**src/rtl/uart_rsp_receiver_if.sv**
```systemverilog
// Host-side response receiver bundle: serial line and per-response configuration in,
// assembled response word and status pulses out.
interface uart_rsp_receiver_if #(
  parameter int DATA_WIDTH = 8
);
  logic                      RX_IN;
  logic [5:0]                Prescale;
  logic                      PAR_EN;
  logic                      PAR_TYP;
  logic                      EXP_FRAMES;
  logic [2*DATA_WIDTH-1:0]   RSP_DATA;
  logic                      RSP_VLD;
  logic                      PAR_ERR;
  logic                      STP_ERR;
  logic                      RSP_TMO;
  logic                      BUSY;

  modport master (
    output RX_IN, Prescale, PAR_EN, PAR_TYP, EXP_FRAMES,
    input  RSP_DATA, RSP_VLD, PAR_ERR, STP_ERR, RSP_TMO, BUSY
  );

  modport slave (
    input  RX_IN, Prescale, PAR_EN, PAR_TYP, EXP_FRAMES,
    output RSP_DATA, RSP_VLD, PAR_ERR, STP_ERR, RSP_TMO, BUSY
  );
endinterface

```
**src/rtl/uart_rsp_receiver.sv**
```systemverilog
// Oversampling UART receiver for SYS_TOP responses: checks start/data/parity/stop per frame
// and assembles 1- or 2-frame responses (low byte first) into one parallel word.
module uart_rsp_receiver #(
  parameter int DATA_WIDTH = 8,
  parameter int TMO_BITS   = 16
) (
  input logic                CLK,
  input logic                RST_N,
  uart_rsp_receiver_if.slave rsp
);

  typedef enum logic [2:0] {IDLE, START, DATA, PARITY, STOP, GAP} state_t;

  localparam int BIT_CNT_W = $clog2(DATA_WIDTH + 1);
  localparam int GAP_W     = $clog2(TMO_BITS * 32) + 1;

  state_t                 state;
  logic [5:0]             p_lat;
  logic                   par_en_lat;
  logic                   par_typ_lat;
  logic                   exp_lat;
  logic [5:0]             edge_cnt;
  logic [BIT_CNT_W-1:0]   bit_cnt;
  logic [DATA_WIDTH-1:0]  shreg;
  logic [DATA_WIDTH-1:0]  low_byte;
  logic                   s0;
  logic                   s1;
  logic                   frame_idx;
  logic                   par_bad;
  logic [GAP_W-1:0]       gap_cnt;

  logic [5:0]             p_in;
  logic [5:0]             half;
  logic                   at_s0;
  logic                   at_s1;
  logic                   at_dec;
  logic                   at_end;
  logic                   maj;
  logic [GAP_W-1:0]       tmo_last;

  always_comb begin
    case (rsp.Prescale)
      6'd16:   p_in = 6'd16;
      6'd32:   p_in = 6'd32;
      default: p_in = 6'd8;
    endcase
    half     = p_lat >> 1;
    at_s0    = (edge_cnt == half - 6'd1);
    at_s1    = (edge_cnt == half);
    at_dec   = (edge_cnt == half + 6'd1);
    at_end   = (edge_cnt == p_lat - 6'd1);
    // Third vote is the live line value, so the decision lands on edge P/2+1 itself.
    maj      = (s0 & s1) | (s0 & rsp.RX_IN) | (s1 & rsp.RX_IN);
    tmo_last = GAP_W'(TMO_BITS * int'(p_lat) - 1);
  end

  always_ff @(posedge CLK or negedge RST_N) begin
    if (!RST_N) begin
      state        <= IDLE;
      p_lat        <= 6'd8;
      par_en_lat   <= 1'b0;
      par_typ_lat  <= 1'b0;
      exp_lat      <= 1'b0;
      edge_cnt     <= '0;
      bit_cnt      <= '0;
      shreg        <= '0;
      low_byte     <= '0;
      s0           <= 1'b1;
      s1           <= 1'b1;
      frame_idx    <= 1'b0;
      par_bad      <= 1'b0;
      gap_cnt      <= '0;
      rsp.RSP_DATA <= '0;
      rsp.RSP_VLD  <= 1'b0;
      rsp.PAR_ERR  <= 1'b0;
      rsp.STP_ERR  <= 1'b0;
      rsp.RSP_TMO  <= 1'b0;
      rsp.BUSY     <= 1'b0;
    end else begin
      rsp.RSP_VLD <= 1'b0;
      rsp.PAR_ERR <= 1'b0;
      rsp.STP_ERR <= 1'b0;
      rsp.RSP_TMO <= 1'b0;

      if (state inside {START, DATA, PARITY, STOP}) begin
        edge_cnt <= at_end ? '0 : edge_cnt + 6'd1;
        if (at_s0) s0 <= rsp.RX_IN;
        if (at_s1) s1 <= rsp.RX_IN;
      end

      case (state)
        IDLE: begin
          // The detecting edge is edge 0 of the start bit, so counting resumes at 1.
          if (!rsp.RX_IN) begin
            state       <= START;
            edge_cnt    <= 6'd1;
            p_lat       <= p_in;
            par_en_lat  <= rsp.PAR_EN;
            par_typ_lat <= rsp.PAR_TYP;
            exp_lat     <= rsp.EXP_FRAMES;
            frame_idx   <= 1'b0;
            par_bad     <= 1'b0;
            rsp.BUSY    <= 1'b1;
          end
        end

        START: begin
          if (at_dec && maj) begin
            state    <= IDLE;
            rsp.BUSY <= 1'b0;
          end else if (at_end) begin
            state   <= DATA;
            bit_cnt <= '0;
          end
        end

        DATA: begin
          if (at_dec) shreg <= {maj, shreg[DATA_WIDTH-1:1]};
          if (at_end) begin
            if (bit_cnt == BIT_CNT_W'(DATA_WIDTH - 1))
              state <= par_en_lat ? PARITY : STOP;
            else
              bit_cnt <= bit_cnt + BIT_CNT_W'(1);
          end
        end

        PARITY: begin
          if (at_dec && ((^shreg ^ maj) != par_typ_lat)) begin
            rsp.PAR_ERR <= 1'b1;
            par_bad     <= 1'b1;
          end
          if (at_end) state <= STOP;
        end

        STOP: begin
          if (at_dec) begin
            edge_cnt <= '0;
            if (!maj) begin
              rsp.STP_ERR <= 1'b1;
              state       <= IDLE;
              rsp.BUSY    <= 1'b0;
            end else if (par_bad) begin
              state    <= IDLE;
              rsp.BUSY <= 1'b0;
            end else if (!frame_idx && exp_lat) begin
              low_byte <= shreg;
              gap_cnt  <= '0;
              state    <= GAP;
            end else begin
              rsp.RSP_VLD  <= 1'b1;
              rsp.RSP_DATA <= frame_idx ? {shreg, low_byte}
                                        : {{DATA_WIDTH{1'b0}}, shreg};
              state        <= IDLE;
              rsp.BUSY     <= 1'b0;
            end
          end
        end

        GAP: begin
          if (!rsp.RX_IN) begin
            state     <= START;
            edge_cnt  <= 6'd1;
            frame_idx <= 1'b1;
            par_bad   <= 1'b0;
          end else if (gap_cnt == tmo_last) begin
            rsp.RSP_TMO <= 1'b1;
            state       <= IDLE;
            rsp.BUSY    <= 1'b0;
          end else begin
            gap_cnt <= gap_cnt + GAP_W'(1);
          end
        end

        default: state <= IDLE;
      endcase
    end
  end

endmodule

```
**src/flat_wrapper.sv**
```systemverilog
// flat-port wrapper written by rule: the top's interface ports become plain ports
module uart_rsp_receiver_flat 
#(
  parameter int DATA_WIDTH = 8,
  parameter int TMO_BITS   = 16
)
  (CLK, RST_N, rsp_RX_IN, rsp_Prescale, rsp_PAR_EN, rsp_PAR_TYP, rsp_EXP_FRAMES, rsp_RSP_DATA, rsp_RSP_VLD, rsp_PAR_ERR, rsp_STP_ERR, rsp_RSP_TMO, rsp_BUSY);
  uart_rsp_receiver_if #(.DATA_WIDTH(DATA_WIDTH)) rsp_i ();
  input logic CLK;
  input logic RST_N;
  input wire logic [$bits(rsp_i.RX_IN)-1:0] rsp_RX_IN;
  input wire logic [$bits(rsp_i.Prescale)-1:0] rsp_Prescale;
  input wire logic [$bits(rsp_i.PAR_EN)-1:0] rsp_PAR_EN;
  input wire logic [$bits(rsp_i.PAR_TYP)-1:0] rsp_PAR_TYP;
  input wire logic [$bits(rsp_i.EXP_FRAMES)-1:0] rsp_EXP_FRAMES;
  output wire logic [$bits(rsp_i.RSP_DATA)-1:0] rsp_RSP_DATA;
  output wire logic [$bits(rsp_i.RSP_VLD)-1:0] rsp_RSP_VLD;
  output wire logic [$bits(rsp_i.PAR_ERR)-1:0] rsp_PAR_ERR;
  output wire logic [$bits(rsp_i.STP_ERR)-1:0] rsp_STP_ERR;
  output wire logic [$bits(rsp_i.RSP_TMO)-1:0] rsp_RSP_TMO;
  output wire logic [$bits(rsp_i.BUSY)-1:0] rsp_BUSY;
  assign rsp_i.RX_IN = rsp_RX_IN;
  assign rsp_i.Prescale = rsp_Prescale;
  assign rsp_i.PAR_EN = rsp_PAR_EN;
  assign rsp_i.PAR_TYP = rsp_PAR_TYP;
  assign rsp_i.EXP_FRAMES = rsp_EXP_FRAMES;
  assign rsp_RSP_DATA = rsp_i.RSP_DATA;
  assign rsp_RSP_VLD = rsp_i.RSP_VLD;
  assign rsp_PAR_ERR = rsp_i.PAR_ERR;
  assign rsp_STP_ERR = rsp_i.STP_ERR;
  assign rsp_RSP_TMO = rsp_i.RSP_TMO;
  assign rsp_BUSY = rsp_i.BUSY;
  uart_rsp_receiver #(.DATA_WIDTH(DATA_WIDTH), .TMO_BITS(TMO_BITS)) u_core (.CLK(CLK), .RST_N(RST_N), .rsp(rsp_i));
endmodule
```
**config.mk**
```make
export PLATFORM = sky130hd
export DESIGN_NAME = uart_rsp_receiver_flat
export DESIGN_NICKNAME = d
export VERILOG_FILES = /design/src/rtl/uart_rsp_receiver_if.sv /design/src/rtl/uart_rsp_receiver.sv /design/src/flat_wrapper.sv
export SDC_FILE = /design/constraint.sdc
export NUM_CORES = 1
export LEC_CHECK = 0
export CAP_MARGIN = 15
export CORE_ASPECT_RATIO = 0.8
export CORE_MARGIN = 5
export CORE_UTILIZATION = 54
export DETAILED_ROUTE_END_ITERATION = 16
export PLACE_DENSITY = 0.87
export SETUP_SLACK_MARGIN = 0.15
export SKIP_CTS_REPAIR_TIMING = 1
export SLEW_MARGIN = 0
export SYNTH_ARGS = -nofsm -noshare
export SYNTH_HDL_FRONTEND = slang
export SYNTH_SLANG_ARGS = --single-unit
```
**constraint.sdc**
```tcl
create_clock -name CLK -period 3.65 [get_ports CLK]
set_input_delay 0.365 -clock CLK [delete_from_list [all_inputs] [get_ports CLK]]
set_output_delay 0.365 -clock CLK [all_outputs]
set_load 0.05 [all_outputs]
```
### Yosys cells after proc, flatten, opt, wreduce, memory -nomap -nowiden

Index checks and enable logic that the tools add are counted.

| word-level totals | value |
|---|---|
| logic and storage cells | 155 |
| bits of input ports | 12 |
| output and inout bits | 21 |
| bits in registers | 73 |

| operators by class | value |
|---|---|
| reduce and logical (&&, ||, !) cells | 25 |
| multiplexer cells | 59 |
| bitwise logic cells | 9 |
| eq/ne operators | 35 |
| add/sub/neg operators | 7 |

Operators with widths:

| operator | count |
|---|---|
| two-way mux 10 bit | 6 |
| two-way mux 3 bit | 13 |
| two-way mux 6 bit | 4 |
| inequality test 2 bit, second input constant | 12 |
| one-hot mux 6 bit (2 select lines) | 2 |
| two-way mux 1 bit | 23 |
| AND reduction 7 bit | 3 |
| one-hot mux 10 bit (2 select lines) | 1 |
| == test 6 bit | 3 |
| one-hot mux 3 bit (6 select lines) | 1 |
| two-way mux 16 bit | 1 |
| two-way mux 4 bit | 4 |
| AND reduction 5 bit | 3 |
| inequality test 2 x 1 -> 1 bit, second input constant | 6 |
| adder 10 x 1 -> 10 bit, second input constant | 1 |
| == test 10 bit | 1 |
| subtractor 10 x 1 -> 10 bit, second input constant | 1 |
| one-hot mux 4 bit (2 select lines) | 1 |
| AND reduction 2 bit | 4 |
| nonzero test 2 bit | 4 |
| nonzero test 4 bit | 2 |
| parity 8 bit | 1 |
| adder 5 x 1 -> 6 bit, second input constant | 1 |
| adder 6 x 1 -> 6 bit, second input constant | 1 |
| 24 further kinds | 36 |

### Depth between registers and ports, before layout

Gate-level depths: netlist (run 1).

| depth | value |
|---|---|
| word-level depth | 8 |
| gate-level depth with buffers | 10 |
| mapped depth without buffers | 7 |

### Worst setup path before layout (run 1)

OpenSTA, ideal clock, no wires.

| timing path | value |
|---|---|
| path type | register to register |
| from | reg u_core.p_lat[3] |
| to | reg u_core.state[2] |
| arrival time | 2.595 ns |
| required time | 3.525 ns |
| slack | 0.930 ns |
| clock period less this slack | 2.720 ns |
| buffers on the path | 2 |
| stages on the path, launching flop included | 10 |
| library setup time | 0.125 ns |
| cell sequence | dfstp_2 > buf_4 > inv_1 > ha_1 > xnor2_1 > or4_1 > buf_2 > o21a_1 > a311o_2 > mux2_4 |

| on the way | value |
|---|---|
| longest elaborated chain between the ends | 5 |
| elaborated cells between the ends (all ways) | 15 |
| those cells by class | add/sub (3); eq/ne (8); mux (2); reduce/logical (2) |

RTL lines:

| item | line | text |
|---|---|---|
| start, declared | uart_rsp_receiver.sv:18 | `logic [5:0] p_lat;` |
| start signal, assigned | uart_rsp_receiver.sv:97 | `p_lat <= p_in;` |
| branches (longest 5 deep; another with subtractor 10 x 1 -> 10 bit) | -- |  |
| end signal, assigned | uart_rsp_receiver.sv:121 | `state <= par_en_lat ? PARITY : STOP;` |
| end, declared | uart_rsp_receiver.sv:17 | `state_t state;` |

Several ways; the timed one is not identified.
A chain may end at the register's enable or synchronous reset.

### Final worst setup path (run 1)

Same ends and word-level chain as after synthesis.

==> results of run 1 <==
-- layer usage --
layer,global-route usage,up-vias
li1,-,1386
met2,0.301,95
met5,0,-
met4,0.0529,0
met1,0.271,1455
met3,0.0459,13
-- through the flow --
| stage | cell area [um^2] | instances |
|---|---|---|
| 3_5_place_dp | 4160 | 479 |
| 2_1_floorplan | 3860 | 378 |
| 3_3_place_gp | 4160 | 479 |
| 5_1_grt | 4360 | 495 |
| 6_report | 4360 | 495 |
| 4_1_cts | 4340 | 494 |
-- state kept, by name, indices dropped and copies added, names as in the netlist, 3 cells and up --
name / count
u_core.rsp.RSP_DATA: 16
u_core.low_byte: 8
u_core.edge_cnt: 6
u_core.state: 3
u_core.shreg: 8
u_core.p_lat: 3
u_core.bit_cnt: 4
u_core.gap_cnt: 10
-- cells by family after synthesis --
kind of cell / count (synthesis)
AND/OR/NAND/NOR: 132
AO/OA/AOI/OAI: 73
flip-flops: 70
buffers and inverters: 35
multiplexers: 34
XOR/XNOR: 27
adder cells (fa/ha/maj): 7
-- worst register-to-register path, stage by stage (launching register included) --
cell	delay (ns)
dfstp_2	0.61
inv_1	0.09
ha_1	0.38
xnor2_1	0.15
or4_1	0.61
o21a_1	0.27
a311o_2	0.39
mux2_4	0.30
-- cells in the final DEF, fill, tap and decap left out, drive strengths merged, types with 7 or more instances in the layout --
cell type	Yosys	routed
inv	12	12
xnor2	18	18
o21ai	27	27
dfrtp	67	67
a21oi	12	12
mux2	21	21
buf	10	7
nor2	20	20
xor2	7	7
nand2	52	52
mux2i	13	13
clkdlybuf4s50	0	31
nand3	10	10
clkbuf	13	9
-- layout make-up --
class	count	area, um^2	share of cell area
clock buffer	9	124	0.0284
clock inverter	6	63.8	0.0146
inverter	12	45.0	0.0103
multi-input combinational	273	1890	0.434
sequential	70	1760	0.403
tap	87	109	0.0250
timing repair buffer	38	368	0.0844
-- report_power, final --
part / leakage, nW / switching, mW / total (mW) / internal (mW)
registers: 0.932 / 0.207 / 1.14 / 0.932
logic: 0.884 / 0.588 / 1.07 / 0.487
clock network: 0.0911 / 0.286 / 0.596 / 0.310
total: 1.91 / 1.08 / 2.81 / 1.73
-- worst max path at each step --
stage	slack, ns	to	cells past startpoint
2_1_floorplan	0.93	u_core.state[2]	9
3_3_place_gp	0.89	u_core.state[2]	7
3_5_place_dp	0.80	u_core.state[2]	7
4_1_cts	0.77	u_core.state[2]	7
5_1_grt	0.70	u_core.state[2]	7
6_report	0.74	u_core.state[2]	7
==> flow_metrics.py, run 1 <==
metrics = {
    "layout": {
        "nFillCells": 525,
        "n_antenna_cell": 0,
        "finish.utilization": 0.629,
        "area_growth_pct": 13.0,
        "finish.net_count": 422,
        "drive_gt1_frac": 0.108,
    },
    "sta": {
        "fin_ws_ns": 0.743,
        "worstMarginPinSlew_ns": 1.04,
        "relSlewSlack": 0.300,
        "final.setup.tns_ns": 0,
        "finClkSkew_ns": 0.00744,
        "period_share": 0.796,
        "finalMaxSlewViolations": 0,
        "rsz0062_at_grt": "false",
        "setup_viol": 0,
        "layout_min_cycle_time_ns": 2.91,
        "finalHoldViolations": 0,
        "fin_hold_ws_ns": 0.174,
        "fmax_ghz": 0.344,
    },
    "yosys": {
        "syn_area_um2": 3860,
        "synth_top_family_by_area": "simple AND/OR/NAND/NOR gates",
        "synth_top_cell_by_area": "dfrtp_1",
        "synth_xor_area_frac": 0.0688,
        "async_flop_share": 1.00,
        "yosys.area.top_type_share": 0.435,
        "synthFlopType": "dfrtp_1",
        "synth-adder-area-share": 0.0221,
        "ys_ff_latch": 70,
        "yosysUniqueCellTypes": 61,
        "synthMuxAreaShare": 0.0960,
        "syn-instance-count": 378,
        "synth.most_common_cell": "dfrtp_1",
        "yosys.area_share.simple": 0.185,
        "synth_compound_area_frac": 0.119,
        "synth_area_per_cell_um2": 10.2,
        "ys_warn_count": 0,
        "yosys-top-cells-area": "dfrtp_1 (43%), nand2_1 (5.0%), xnor2_1 (4.1%), mux2_2 (3.5%), mux2i_1 (3.4%)",
        "yosysSeqAreaShare": 0.455,
        "yosys-top-cells-count": "dfrtp_1 (67), nand2_1 (51), nor2_1 (20), xnor2_1 (18), o21ai_1 (15)",
        "syn_nets": 396,
        "synth_edf_count": 0,
    },
    "route": {
        "wl_met2_um": 3810,
        "remaining_drc_errors": 0,
        "drtAntennaViolNets": 0,
        "via_per_inst": 5.96,
        "drt-initial-drc-count": 244,
        "drt_wl_total_um": 8110,
        "top_layer": "met4",
        "wl_per_cell_um": 16.4,
        "vias": 2949,
        "route.met3.wl_um": 398,
        "wl_met1_um": 3800,
        "drt-pass1-iter-count": 5,
    },
    "floorplanning": {
        "core_um2": 6930,
        "dieArea_um2": 8940,
        "start_util": 0.557,
        "rows": 27,
        "io-pin-count": 33,
        "die_x_um": 104,
        "die_y_um": 85.6,
    },
    "global_route": {
        "grt_usage": 0.193,
        "grt_antenna_before_repair": 0,
        "grt_pass1_vias": 2858,
        "grt_max_degree": 44,
        "grt.overflow.total": 0,
        "grt_pass1_wl_um": 14200,
    },
    "run": {
        "drv_cap": 0,
    },
    "hold_path": {
        "hold_class": "primary input to async pin",
    },
    "clock_network": {
        "cts_tree": "yes",
        "clkLatencyLatePin_ns": 0.34,
        "cts_buffers": 9,
        "clkSlewWorstSetupHoldPaths_ns": 0.08,
        "clock-root-buffer": "clkbuf_8",
        "cts_sinks": 70,
        "cts_htree_levels": 3,
        "clockBufferDepth": 2,
    },
    "critical_path": {
        "path_delay_family": "compound AO/OA/AOI/OAI gates",
        "cpPeakStageDelay_ns": 0.61,
        "startpoint": "u_core.p_lat[3]",
        "worstPathBufferInverterCount": 1,
        "cp_cell_sequence": "inv_1 -> ha_1 -> xnor2_1 -> or4_1 -> o21a_1 -> a311o_2 -> mux2_4",
        "crit_path_start_kind": "register",
        "rrSetupSlack_ns": 0.74,
        "worstPathMaxFanout": 8,
        "end_kind": "register",
        "timing.rr.start": "u_core.p_lat[3]",
        "worstSetupPathType": "register to register",
        "cp_slowest_cell": "dfstp_2",
        "cp.required_ns": 3.87,
        "rr_worst_depth": 7,
        "rr_endpoint": "u_core.state[2]",
        "arrival_ns": 3.13,
    },
    "placement": {
        "finalWeightedCongestion": 0.924,
        "port_buffers": 32,
        "hpwl_um": 5730,
        "post-place-ws_ns": 0.804,
    },
    "run_status": {
        "outcome": "finished, final reports clean",
    },
    "power_and_ir_drop": {
        "max-vdd-ir-drop_v": 0.000506,
        "power_mw": 2.81,
        "power_density_nw_per_um2": 645,
        "p_leak_nw": 1.91,
    },
}
No activity file was read; power rests on OpenSTA's default activity.
==> run 2, diff against run 1 <==
==> constraint.sdc (replaced) <==
create_clock -name CLK -period 2.84 [get_ports CLK]
set_input_delay 0.284 -clock CLK [delete_from_list [all_inputs] [get_ports CLK]]
set_output_delay 0.284 -clock CLK [all_outputs]
set_load 0.05 [all_outputs]
==> run 2 against run 1 <==
Net effect: first-iteration DRC count rose by 19%; die area did not move; maximum frequency increased by 11%; sequential share of layout area shrank 1.1 points; final cell count increased by 2.2%; non-clock buffer count is 10 higher; power grew 35%; combinational power increased by 36%; sequential cell count did not move; design area rose by 2.7%; hold slack improved by 0.29 ns.
==> flow_metrics.py, run 2 (synthesis results as in run 1) <==
metrics = {
    "sta": {
        "final.setup.tns_ns": 0,
        "finClkSkew_ns": 0.0111,
        "relSlewSlack": 0.561,
        "fin_ws_ns": 0.217,
        "fmax_ghz": 0.381,
        "period_share": 0.923,
        "rsz0062_at_grt": "false",
        "finalMaxSlewViolations": 0,
        "setup_viol": 0,
        "layout_min_cycle_time_ns": 2.62,
        "worstMarginPinSlew_ns": 0.653,
        "finalHoldViolations": 0,
    },
    "power_and_ir_drop": {
        "p_comb_frac": 0.383,
        "intPower_mw": 2.35,
        "p_leak_nw": 1.97,
        "power_mw": 3.80,
        "max-vdd-ir-drop_v": 0.000576,
        "power.share.clock": 0.233,
        "power_density_nw_per_um2": 848,
        "seq_power_share": 0.384,
        "p_switching_mw": 1.45,
        "p_sw_frac": 0.381,
    },
    "hold_path": {
        "hold_class": "primary input to async pin",
    },
    "critical_path": {
        "cp.required_ns": 3.08,
        "crit_path_start_kind": "register",
        "worstPathMaxFanout": 4,
        "arrival_ns": 2.86,
        "end_kind": "register",
        "worstSetupPathType": "register to register",
    },
    "placement": {
        "finalWeightedCongestion": 0.871,
        "port_buffers": 32,
        "place_inst": 487,
        "hpwl_um": 6190,
        "post-place-ws_ns": 0.136,
        "placed_area_um2": 4230,
    },
    "layout": {
        "fin_area_um2": 4480,
        "nFillCells": 519,
        "largest_reg_flops": 16,
        "fin_cells": 506,
        "drive_gt1_frac": 0.134,
        "final_cell_mix": "dfrtp_1 (67), nand2_1 (51), clkdlybuf4s50_1 (31)",
        "n_antenna_cell": 0,
        "finish.net_count": 432,
        "top_regs": "u_core.rsp.RSP_DATA x16, u_core.gap_cnt x10",
        "area_growth_pct": 16.1,
        "regMostFlops": "u_core.rsp.RSP_DATA",
        "final_common_cell": "dfrtp_1",
    },
    "route": {
        "remaining_drc_errors": 0,
        "drtAntennaViolNets": 0,
        "drt-pass1-iter-count": 5,
        "drt-initial-drc-count": 290,
        "wl_per_cell_um": 16.9,
        "vias": 3026,
        "via_per_inst": 5.98,
        "drt_wl_total_um": 8550,
    },
    "global_route": {
        "grt_usage": 0.200,
        "grt_pass1_wl_um": 14400,
        "grt_antenna_before_repair": 0,
        "grt_max_degree": 34,
        "grt.overflow.total": 0,
        "grt_pass1_vias": 2954,
    },
    "run_status": {
        "outcome": "finished, final reports clean",
    },
    "floorplanning": {
        "die_x_um": 104,
        "die_y_um": 85.6,
        "io-pin-count": 33,
        "core_um2": 6930,
        "rows": 27,
        "start_util": 0.557,
        "dieArea_um2": 8940,
    },
    "clock_network": {
        "cts_tree": "yes",
        "clkSlewWorstSetupHoldPaths_ns": 0.08,
        "clock-root-buffer": "clkbuf_8",
        "cts_htree_levels": 3,
        "clockBufferDepth": 2,
        "cts_buffers": 9,
        "clkLatencyLatePin_ns": 0.36,
        "cts_sinks": 70,
    },
    "run": {
        "drv_cap": 0,
    },
}
## run 2: final cells by class
class	count	area, um^2	share of cell area
inverter	12	45.0	0.0101
tap	87	109	0.0243
clock inverter	6	86.3	0.0193
multi-input combinational	273	1920	0.428
timing repair buffer	48	438	0.0978
clock buffer	10	128	0.0285
sequential	70	1760	0.392
## run 2: power by group through the flow
| stage | sequential, mW | combinational [mW] | clock [mW] |
|---|---|---|---|
| after floorplan | 1.40 | 1.15 | 0 |
| after global placement | 1.44 | 1.35 | 0 |
| after detailed placement | 1.47 | 1.43 | 0 |
| after CTS | 1.45 | 1.43 | 0.898 |
| after global routing | 1.48 | 1.60 | 0.942 |
| final | 1.46 | 1.46 | 0.884 |
## run 2: metrics by stage
| stage | util | hold slack [ns] |
|---|---|---|
| 6_report | 0.646 | 0.464 |
| 2_1_floorplan | - | -0.0116 |
| 4_1_cts | 0.641 | -0.0814 |
| 3_3_place_gp | 0.610 | 0.307 |
| 3_5_place_dp | 0.610 | 0.314 |
| 5_1_grt | 0.646 | 0.506 |
## run 2: worst max-delay path, cell delays in order (launching register included)
cell and delay, ns:
dfstp_2 0.56, inv_1 0.10, ha_4 0.27, xnor2_1 0.13
or4_1 0.54, o21a_1 0.23, a311o_2 0.38, mux2_4 0.30
## run 2: routing by layer
metal	up-vias	GRT usage	wire, um	share of wire
met4	0	0.0718	132	0.015
met3	16	0.0632	617	0.072
li1	1414	-	-	-
met5	-	0	0	0
met1	1474	0.249	3600	0.42
met2	122	0.329	4200	0.49
## run 2: final timing paths
| path | cells after the start | slack [ns] | start | to |
|---|---|---|---|---|
| max in group asynchronous | 3 | 1.65 | RST_N | u_core.p_lat[3] |
| worst min-delay path | 2 | 0.46 | RST_N | u_core.rsp.RSP_DATA[1] |
| worst max-delay path | 7 | 0.22 | u_core.p_lat[3] | u_core.state[2] |
| worst max register to register | 7 | 0.22 | u_core.p_lat[3] | u_core.state[2] |
| min in group CLK | 2 | 0.48 | u_core.rsp.RSP_DATA[6] | u_core.rsp.RSP_DATA[6] |
| worst min register to register | 2 | 0.48 | u_core.rsp.RSP_DATA[6] | u_core.rsp.RSP_DATA[6] |
==> run 3, diff against run 2 <==
--- a/config.mk
+++ b/config.mk
@@ -8,9 +8,9 @@
 export CAP_MARGIN = 15
 export CORE_ASPECT_RATIO = 0.8
 export CORE_MARGIN = 5
-export CORE_UTILIZATION = 54
+export CORE_UTILIZATION = 58
 export DETAILED_ROUTE_END_ITERATION = 16
-export PLACE_DENSITY = 0.87
+export PLACE_DENSITY = 0.92
 export SETUP_SLACK_MARGIN = 0.15
 export SKIP_CTS_REPAIR_TIMING = 1
 export SLEW_MARGIN = 0
==> run 3 against run 2 <==
Net effect: hold slack worse by 0.025 ns; combinational power is 5% higher; utilization is 5.4 points higher; sequential share of layout area is 0.33 points lower; critical path depth is 1 higher; maximum frequency is 0.54% higher; clock power is 5.3% higher; setup slack better by 0.014 ns; clock skew is 0.0019 ns lower; first-iteration DRC count is 25% higher; highest routed layer unchanged; die area is 6.2% lower; non-clock buffer count is 3 higher.
==> flow_metrics.py, run 3 (synthesis results as in run 1) <==
metrics = {
    "power_and_ir_drop": {
        "power_density_nw_per_um2": 865,
        "p_leak_nw": 1.99,
        "max-vdd-ir-drop_v": 0.000531,
    },
    "sta": {
        "fmax_ghz": 0.383,
        "relSlewSlack": 0.597,
        "layout_min_cycle_time_ns": 2.61,
        "rsz0062_at_grt": "false",
        "finClkSkew_ns": 0.00919,
        "worstMarginPinSlew_ns": 0.601,
        "finalHoldViolations": 0,
        "period_share": 0.918,
        "finalMaxSlewViolations": 0,
        "setup_viol": 0,
        "final.setup.tns_ns": 0,
    },
    "clock_network": {
        "clock-root-buffer": "clkbuf_8",
        "cts_htree_levels": 3,
        "cts_tree": "yes",
        "clkSlewWorstSetupHoldPaths_ns": 0.08,
        "cts_buffers": 9,
        "clockBufferDepth": 2,
        "cts_sinks": 70,
        "clkLatencyLatePin_ns": 0.35,
    },
    "placement": {
        "port_buffers": 32,
        "place_inst": 488,
        "placed_area_um2": 4250,
        "finalWeightedCongestion": 0.893,
        "hpwl_um": 6000,
    },
    "critical_path": {
        "startpoint": "u_core.p_lat[3]",
        "timing.rr.start": "u_core.p_lat[3]",
        "rr_worst_depth": 8,
        "arrival_ns": 2.87,
        "worstPathMaxFanout": 7,
        "worstSetupPathType": "register to register",
        "crit_path_start_kind": "register",
        "end_kind": "register",
        "rr_endpoint": "u_core.bit_cnt[2]",
        "crit_path_end": "u_core.bit_cnt[2]",
        "cp.required_ns": 3.10,
        "rrSetupSlack_ns": 0.23,
    },
    "global_route": {
        "grt_use_met1": 0.290,
        "met2_usage": 0.331,
        "grt.overflow.total": 0,
        "use_met3": 0.0477,
        "busiest_layer": "met2",
        "grt_pass1_vias": 2967,
        "grt_max_degree": 34,
        "grt_antenna_before_repair": 0,
        "grt_pass1_wl_um": 14300,
        "grt_usage": 0.213,
    },
    "route": {
        "remaining_drc_errors": 0,
        "drtAntennaViolNets": 0,
        "via_per_inst": 5.96,
        "wl_per_cell_um": 16.7,
        "drt-pass1-iter-count": 6,
        "vias": 3018,
        "drt_wl_total_um": 8430,
        "drt-initial-drc-count": 363,
    },
    "floorplanning": {
        "rows": 26,
        "core_um2": 6440,
        "start_util": 0.599,
        "dieArea_um2": 8390,
        "die_x_um": 101,
        "io-pin-count": 33,
        "die_y_um": 82.9,
    },
    "layout": {
        "area_growth_pct": 17.1,
        "largest_reg_flops": 16,
        "drive_gt1_frac": 0.140,
        "regMostFlops": "u_core.rsp.RSP_DATA",
        "top_regs": "u_core.rsp.RSP_DATA x16, u_core.gap_cnt x10",
        "final_common_cell": "dfrtp_1",
        "final_cell_mix": "dfrtp_1 (67), nand2_1 (51), clkdlybuf4s50_1 (31)",
        "fin_cells": 506,
        "n_antenna_cell": 0,
        "fin_area_um2": 4510,
        "finish.net_count": 435,
    },
    "run_status": {
        "outcome": "finished, final reports clean",
    },
    "hold_path": {
        "hold_class": "primary input to async pin",
    },
    "run": {
        "drv_cap": 0,
    },
}
[run 3: cell types whose count changed in the layout (fill, tap and decap cells not counted), sizes merged]
cell,before,now
buf,16,19
clkbuf,10,12
clkinv,2,1
clkinvlp,1,0
[run 3: worst min path at each step]
stage	startpoint	to	slack [ns]
finish	RST_N	u_core.low_byte[1]	0.44
global route	RST_N	u_core.rsp.RSP_DATA[1]	0.49
CTS	RST_N	u_core.low_byte[1]	-0.11
detailed placement	RST_N	u_core.low_byte[1]	0.28
floorplan	RST_N	u_core.bit_cnt[0]	-0.01
global placement	RST_N	u_core.rsp.RSP_DATA[1]	0.27
[run 3: cell type report]
class,instances,area [um^2]
Clock buffer,12,155
Clock inverter,4,77.6
Fill cell,459,1930
Inverter,12,45.0
Multi-Input combinational cell,273,1920
Sequential cell,70,1760
Tap cell,84,105
Timing Repair Buffer,51,460
[run 3: power breakdown]
group	total (mW)	switching (mW)	internal [mW]
sequential	1.43	0.232	1.20
combinational	1.54	0.851	0.691
clock	0.931	0.383	0.548
[run 3: per-stage QoR]
step,hold slack [ns],power [mW],util,worst slack [ns]
after global routing,0.493,4.12,0.701,0.153
after global placement,0.268,2.85,0.660,0.295
after CTS,-0.105,3.88,0.697,0.140
after detailed placement,0.276,2.92,0.660,0.179
final,0.439,3.90,0.701,0.232
after floorplan,-0.0116,2.56,-,0.206
[run 3: worst max-delay path, stage by stage (launching register included)]
cell	delay [ns]
dfstp_2	0.57
inv_1	0.10
ha_4	0.27
xnor2_1	0.12
or4_1	0.52
buf_4	0.20
or2_1	0.31
a211oi_2	0.20
mux2i_1	0.24
[run 3: metal layers]
layer  part of all wire  up-vias
met3              0.077       14
met4              0.015        0
met5                  0        -
met1               0.43     1458
met2               0.48      123
li1                   -     1423
